==> src/rtl/ctrl_pkg.sv <==
// Shared encodings for ctrl_seq: FSM states, endpoint IDs, bus op codes and completion status.
// Also holds the req_data field offsets, expressed as functions of ADDRW/IDW.
package ctrl_pkg;

  typedef enum logic [3:0] {
    ST_IDLE,
    ST_RDKEY,
    ST_W_RDKEY,
    ST_RDTEXT,
    ST_W_RDTEXT,
    ST_OP,
    ST_W_OP,
    ST_MEMWR,
    ST_W_MEMWR,
    ST_CPL
  } state_e;

  localparam int MEM_ID = 0;

  localparam logic [1:0] OPC_RDKEY  = 2'b00;
  localparam logic [1:0] OPC_RDTEXT = 2'b01;
  localparam logic [1:0] OPC_OP     = 2'b11;
  localparam logic [1:0] OPC_MEMWR  = 2'b10;

  localparam logic [1:0] STS_OK      = 2'b00;
  localparam logic [1:0] STS_BAD_ID  = 2'b01;
  localparam logic [1:0] STS_TIMEOUT = 2'b10;

  // req_data layout, LSB first: dest, text, key, accel_id, mode, key_reuse
  function automatic int text_lsb(input int addrw);
    return addrw;
  endfunction

  function automatic int key_lsb(input int addrw);
    return 2 * addrw;
  endfunction

  function automatic int id_lsb(input int addrw);
    return 3 * addrw;
  endfunction

  function automatic int mode_bit(input int addrw, input int idw);
    return 3 * addrw + idw;
  endfunction

  function automatic int reuse_bit(input int addrw, input int idw);
    return 3 * addrw + idw + 1;
  endfunction

endpackage

==> src/rtl/ctrl_ack_timer.sv <==
// Wait-state cycle counter: expired is high once TIMEOUT_CYC-1 cycles have been counted since clr.
// Exists only in CTRL_SEQ_TIMEOUT_EN builds; the default build carries no timer logic at all.
`ifdef CTRL_SEQ_TIMEOUT_EN
module ctrl_ack_timer #(
  parameter int TIMEOUT_CYC = 1024
) (
  input  logic clk,
  input  logic rst,
  input  logic clr,
  input  logic en,
  output logic expired
);

  localparam int W = (TIMEOUT_CYC > 2) ? $clog2(TIMEOUT_CYC) : 1;
  localparam logic [W-1:0] LAST = W'(TIMEOUT_CYC - 1);

  logic [W-1:0] cnt_q, cnt_d;

  assign expired = (cnt_q == LAST);

  always_comb begin
    cnt_d = cnt_q;
    if (clr) begin
      cnt_d = '0;
    end else if (en && !expired) begin
      cnt_d = cnt_q + 1'b1;
    end
  end

  always_ff @(posedge clk) begin
    if (rst) begin
      cnt_q <= '0;
    end else begin
      cnt_q <= cnt_d;
    end
  end

endmodule
`endif

==> src/rtl/ctrl_seq.sv <==
// Crypto request sequencer: one request in flight, key/text read, accel op, result write, completion.
// Moore outputs; waits indefinitely on grant/ack/compq_ready unless CTRL_SEQ_TIMEOUT_EN bounds ack waits.
module ctrl_seq
  import ctrl_pkg::*;
#(
  parameter int ADDRW       = 24,
  parameter int IDW         = 2,
  parameter int NUM_ACCEL   = 3,
  parameter int TIMEOUT_CYC = 1024
) (
  input  logic                       clk,
  input  logic                       rst,
  input  logic                       req_valid,
  input  logic [3*ADDRW+IDW+2-1:0]   req_data,
  output logic                       req_ready,
  output logic                       arb_req,
  input  logic                       arb_grant,
  input  logic [IDW:0]               ack_in,
  output logic [ADDRW+4+2*IDW-1:0]   data_out,
  input  logic                       compq_ready,
  output logic                       compq_valid,
  output logic [ADDRW+2-1:0]         compq_data
);

  localparam int REQW      = 3 * ADDRW + IDW + 2;
  localparam int CAPW      = REQW - 1;
  localparam int TEXT_LSB  = text_lsb(ADDRW);
  localparam int KEY_LSB   = key_lsb(ADDRW);
  localparam int ID_LSB    = id_lsb(ADDRW);
  localparam int MODE_BIT  = mode_bit(ADDRW, IDW);
  localparam int REUSE_BIT = reuse_bit(ADDRW, IDW);

  localparam logic [IDW-1:0] MEM_IDV = IDW'(MEM_ID);
  localparam logic [IDW-1:0] MAX_ID  = IDW'(NUM_ACCEL);

  state_e            state_q, state_d;
  // key_reuse only steers the IDLE decision, so it is not kept
  logic [CAPW-1:0]   cap_q, cap_d;
  logic [1:0]        status_q, status_d;

  logic [ADDRW-1:0]  dest_w, text_w, key_w;
  logic [IDW-1:0]    id_w, new_id;
  logic              mode_w, new_reuse;
  logic              mem_ack, acc_ack, ack_hit, is_req_st;

  assign dest_w    = cap_q[ADDRW-1:0];
  assign text_w    = cap_q[TEXT_LSB +: ADDRW];
  assign key_w     = cap_q[KEY_LSB +: ADDRW];
  assign id_w      = cap_q[ID_LSB +: IDW];
  assign mode_w    = cap_q[MODE_BIT];
  assign new_id    = req_data[ID_LSB +: IDW];
  assign new_reuse = req_data[REUSE_BIT];

  assign mem_ack   = (ack_in == {1'b1, MEM_IDV});
  assign acc_ack   = (ack_in == {1'b1, id_w});
  assign ack_hit   = (state_q == ST_W_OP) ? acc_ack : mem_ack;
  assign is_req_st = (state_q == ST_RDKEY) || (state_q == ST_RDTEXT) ||
                     (state_q == ST_OP)    || (state_q == ST_MEMWR);

`ifdef CTRL_SEQ_TIMEOUT_EN
  logic tmr_clr, tmr_en, tmr_exp, is_wait_st;

  assign is_wait_st = (state_q == ST_W_RDKEY) || (state_q == ST_W_RDTEXT) ||
                      (state_q == ST_W_OP)    || (state_q == ST_W_MEMWR);
  assign tmr_clr    = is_req_st && arb_grant;
  assign tmr_en     = is_wait_st;

  ctrl_ack_timer #(
    .TIMEOUT_CYC (TIMEOUT_CYC)
  ) u_ack_timer (
    .clk     (clk),
    .rst     (rst),
    .clr     (tmr_clr),
    .en      (tmr_en),
    .expired (tmr_exp)
  );
`endif

  always_comb begin
    state_d  = state_q;
    cap_d    = cap_q;
    status_d = status_q;
    unique case (state_q)
      ST_IDLE: begin
        if (req_valid) begin
          cap_d    = req_data[CAPW-1:0];
          status_d = STS_OK;
          if (new_id == '0 || new_id > MAX_ID) begin
            state_d  = ST_CPL;
            status_d = STS_BAD_ID;
          end else if (new_reuse) begin
            state_d = ST_RDTEXT;
          end else begin
            state_d = ST_RDKEY;
          end
        end
      end
      ST_RDKEY:    if (arb_grant) state_d = ST_W_RDKEY;
      ST_RDTEXT:   if (arb_grant) state_d = ST_W_RDTEXT;
      ST_OP:       if (arb_grant) state_d = ST_W_OP;
      ST_MEMWR:    if (arb_grant) state_d = ST_W_MEMWR;
      ST_W_RDKEY:  if (ack_hit) state_d = ST_RDTEXT;
      ST_W_RDTEXT: if (ack_hit) state_d = ST_OP;
      ST_W_OP:     if (ack_hit) state_d = ST_MEMWR;
      ST_W_MEMWR:  if (ack_hit) state_d = ST_CPL;
      ST_CPL:      if (compq_ready) state_d = ST_IDLE;
      default:     state_d = ST_IDLE;
    endcase
`ifdef CTRL_SEQ_TIMEOUT_EN
    // a matching ack in the expiry cycle takes priority over the timeout
    if (is_wait_st && !ack_hit && tmr_exp) begin
      state_d  = ST_CPL;
      status_d = STS_TIMEOUT;
    end
`endif
  end

  always_ff @(posedge clk) begin
    if (rst) begin
      state_q  <= ST_IDLE;
      cap_q    <= '0;
      status_q <= STS_OK;
    end else begin
      state_q  <= state_d;
      cap_q    <= cap_d;
      status_q <= status_d;
    end
  end

  always_comb begin
    req_ready   = 1'b0;
    arb_req     = 1'b0;
    data_out    = '0;
    compq_valid = 1'b0;
    compq_data  = '0;
    if (!rst) begin
      arb_req = is_req_st;
      unique case (state_q)
        ST_IDLE:                 req_ready = 1'b1;
        ST_RDKEY, ST_W_RDKEY:    data_out = {key_w, 1'b0, mode_w, id_w, MEM_IDV, OPC_RDKEY};
        ST_RDTEXT, ST_W_RDTEXT:  data_out = {text_w, 1'b0, mode_w, id_w, MEM_IDV, OPC_RDTEXT};
        ST_OP, ST_W_OP:          data_out = {{ADDRW{1'b0}}, 1'b0, mode_w, id_w, id_w, OPC_OP};
        ST_MEMWR, ST_W_MEMWR:    data_out = {dest_w, 1'b0, mode_w, MEM_IDV, id_w, OPC_MEMWR};
        ST_CPL: begin
          compq_valid = 1'b1;
          compq_data  = {status_q, dest_w};
        end
        default: ;
      endcase
    end
  end

endmodule

==> config.mk <==
export PLATFORM = sky130hd
export DESIGN_NAME = ctrl_seq
export DESIGN_NICKNAME = d
export VERILOG_FILES = /design/src/rtl/ctrl_pkg.sv /design/src/rtl/ctrl_ack_timer.sv /design/src/rtl/ctrl_seq.sv
export SDC_FILE = /design/constraint.sdc
export NUM_CORES = 1
export LEC_CHECK = 0
export ABC_AREA = 1
export ABC_CLOCK_PERIOD_IN_PS = 1650
export BUFFER_PORTS_ARGS = -buffer_cell sky130_fd_sc_hd__clkbuf_2
export CAP_MARGIN = 15
export CORE_AREA = 2 2 81 122
export DETAILED_ROUTE_END_ITERATION = 8
export DIE_AREA = 0 0 83 124
export PLACE_DENSITY = 0.74
export SKIP_LAST_GASP = 1
export SLEW_MARGIN = 20
export SYNTH_ARGS = -nofsm -noshare
export SYNTH_HDL_FRONTEND = slang
export SYNTH_SLANG_ARGS = --single-unit
export TNS_END_PERCENT = 50
==> constraint.sdc <==
create_clock -name clk -period 1.65 [get_ports clk]
set_clock_uncertainty 0.2 [all_clocks]
set_input_delay 0 -clock clk [delete_from_list [all_inputs] [get_ports clk]]
set_output_delay 0 -clock clk [all_outputs]
set_load 0.01 [all_outputs]
==> flow_metrics.tcl <==
set metrics [dict create \
    synth_seq_area_share 0.393 \
    final_nets 890 \
    gp_congestion 0.868 \
    antennaDiodeCount 0 \
    worstPathRequired_ns 1.45 \
    cts_buffer_depth 2 \
    period_share 1.28 \
    status "complete, but fails checks" \
    place.detailed.hpwl_um 8280 \
    cts_root_buf "clkbuf_16" \
    area_growth_pct 54.2 \
    clkPwrFrac 0.234 \
    ir_drop_mv 0.873 \
    chipWidth_um 83 \
    power_per_cell_area_nw_per_um2 1330 \
    grt_usage 0.255 \
    design_power_total_mw 8.35 \
    critical_path_class "flip-flop to output pin" \
    min_to "state_q[0]" \
    slew_headroom 0.657 \
    worstSetupStartpointType "flip-flop" \
    overflow 0 \
    finalHoldWorstSlack_ns 0.0297 \
    layout-drive-gt1-share 0.316 \
    syn_inst 577 \
    setup_viol 62 \
    cts_tree "yes" \
    fmax_mhz 473 \
    finalHoldViolCount 0 \
    power_frac_seq 0.327 \
    synth_seq_cells 80 \
    drc 0 \
    htreeDepth 3 \
    switchingPower_mw 3.20 \
    rsz0062_at_grt "true" \
    die_y_um 124 \
    grt_max_degree 51 \
    critPathArrivalTime_ns 1.92 \
    grt_pass1_wl_um 21000 \
    hold_class "input port to flip-flop" \
    end_kind "output pin" \
    cts_buffers 9 \
    avgSynthCellArea_sq_um 7.06 \
    drt_first_pass_iters 5 \
    p_int_mw 5.15 \
    fp.dieArea_sq_um 10300 \
    vias 4812 \
    ff2ff_setup_slack_ns -0.15 \
    insertion_delay_ns 0.33 \
    r2r-end "state_q[0]" \
    clkTransAtPathRegs_ns 0.05 \
    grt_pass1_vias 4634 \
    maxSlewViolCount 0 \
    drt-vias-per-instance 5.24 \
    final_antenna_net_count 0 \
    cap_violations 0 \
    antenna_found_initial 0 \
    wirelength_um 14200 \
    yosysUniqueCellTypes 29 \
    wire_per_inst_um 15.4 \
    sw_frac_of_total 0.384 \
    core-area_sq_um 9200 \
    worst_pin_slew_ns 0.512 \
    clkSinkCount 80 \
    p_leak_nw 2.98 \
    pre_cts_ws_ns -0.138 \
    io_pins 145 \
    holdCritStartpoint "ack_in[0]" \
    post-route-min-period_ns 2.12 \
    start_util 0.443 \
    syn-cell-area_sq_um 4080 \
    rows 43 \
    failed_checks "setup timing" \
    pwr-share-comb 0.439 \
    r2r.worst_path.cells 8 \
    layout_setup_ws_ns -0.465 \
    hold_path_depth 6 \
    cp_max_fo 4 \
    drtIter0Drc 232 \
    r2r_start "state_q[0]" \
    port_buffers 142 \
    ys.warnings.count 0 \
]
-- placed cells by master, fill, tap and decap left out, drive strengths merged --
| cell | instances |
|---|---|
| o22ai | 1 |
| dlygate4sd3 | 79 |
| o221ai | 1 |
| o21ai | 55 |
| a21oi | 85 |
| nor2 | 47 |
| buf | 64 |
| clkbuf | 126 |
| conb | 2 |
| nand2 | 113 |
| o211ai | 24 |
| nor3 | 4 |
| inv | 90 |
| bufinv | 1 |
| dfxtp | 80 |
| nand3 | 34 |
| nand3b | 1 |
-- per-layer routing --
| metal | vias up | global-route usage | wire [um] |
|---|---|---|---|
| li1 | 2303 | - | - |
| met5 | - | 0 | 0 |
| met3 | 64 | 0.0378 | 646 |
| met4 | 0 | 0.150 | 646 |
| met2 | 218 | 0.486 | 7600 |
| met1 | 2227 | 0.263 | 5300 |
-- power groups by stage --
| stage | Sequential, mW | Clock, mW | Combinational [mW] |
|---|---|---|---|
| 3_5_place_dp | 2.73 | 0 | 3.15 |
| 3_3_place_gp | 2.71 | 0 | 3.07 |
| 6_report | 2.73 | 1.96 | 3.66 |
| 2_1_floorplan | 2.69 | 0 | 2.27 |
| 5_1_grt | 2.77 | 2.05 | 3.99 |
| 4_1_cts | 2.72 | 1.98 | 3.44 |
-- per-stage QoR --
| step | instances | cell area (sq um) | utilization | TNS, ns |
|---|---|---|---|---|
| final | 919 | 6280 | 0.683 | -17.60 |
| after CTS | 913 | 6120 | 0.665 | -14.23 |
| after global routing | 919 | 6280 | 0.683 | -24.89 |
| after floorplan | 578 | 4080 | - | 0 |
| after global placement | 820 | 4980 | 0.541 | -1.20 |
| after detailed placement | 820 | 4980 | 0.541 | -2.91 |
-- Yosys cell counts --
cell / instances / area share
clkbuf_1: 17 / 0.016
nand2_2: 1 / 0.0015
o211ai_1: 4 / 0.0074
o221ai_1: 1 / 0.0021
a21oi_2: 1 / 0.0021
o21ai_4: 1 / 0.0040
nor3_1: 4 / 0.0049
nor2_8: 1 / 0.0049
nand3_1: 33 / 0.041
inv_2: 5 / 0.0046
a21oi_4: 1 / 0.0040
inv_1: 84 / 0.077
a21oi_1: 83 / 0.10
o21ai_1: 44 / 0.054
nand2_1: 112 / 0.10
buf_8: 2 / 0.0074
nand3b_1: 1 / 0.0018
buf_4: 5 / 0.0092
o21ai_0: 10 / 0.012
nand3_2: 1 / 0.0025
o22ai_1: 1 / 0.0015
dfxtp_1: 80 / 0.39
buf_6: 8 / 0.022
clkinv_1: 1 / 0.00092
o211ai_2: 20 / 0.061
buf_2: 9 / 0.011
conb_1: 1 / 0.00092
nor2_1: 43 / 0.040
nor2_4: 3 / 0.0083
-- logic make-up (layout without fill, tap and decap cells) --
group | Yosys count | in the layout | share of synthesized area
simple gates | 199 | 199 | 0.207
compound gates | 166 | 166 | 0.251
buf+inv | 131 | 360 | 0.148
flops | 80 | 80 | 0.393
other cells | 1 | 2 | 0.000920
-- critical path: stages, from the launching register on --
cell	delay [ns]
dfxtp_4	0.39
inv_4	0.06
nor2_4	0.10
inv_2	0.04
a21oi_2	0.15
inv_2	0.08
nor2_8	0.13
buf_6	0.13
nand2_1	0.06
o211ai_1	0.11
nand2_1	0.09
inv_1	0.10
clkbuf_2	0.14
-- worst max-delay path by stage --
stage	from	end
3_3_place_gp	state_q[1]	data_out[13]
4_1_cts	state_q[0]	data_out[20]
3_5_place_dp	state_q[1]	data_out[14]
2_1_floorplan	state_q[0]	compq_data[10]
6_report	state_q[0]	data_out[10]
5_1_grt	state_q[0]	data_out[10]
-- cell type report --
cell class,instances,area [sq um]
tap,112,140
timing repair buffer,258,1940
clock inverter,1,30.0
multi-input combinational,367,1960
inverter,90,348
sequential,80,1610
clock buffer,11,253
fill,725,2920
-- registers in the layout, summed over array words and instances (netlist names) --
signal	count
state_q	4
cap_q	75
status_q	1
-- timing repair --
item	CTS	global route
hold endpoints to repair	79	0
hold buffers	79	0
gates resized for setup	18	57
pin swaps	0	2
cloned	0	2
buffers inserted	2	4
endpoints found under the setup margin	61	108
No activity file was read; power rests on OpenSTA's default activity.
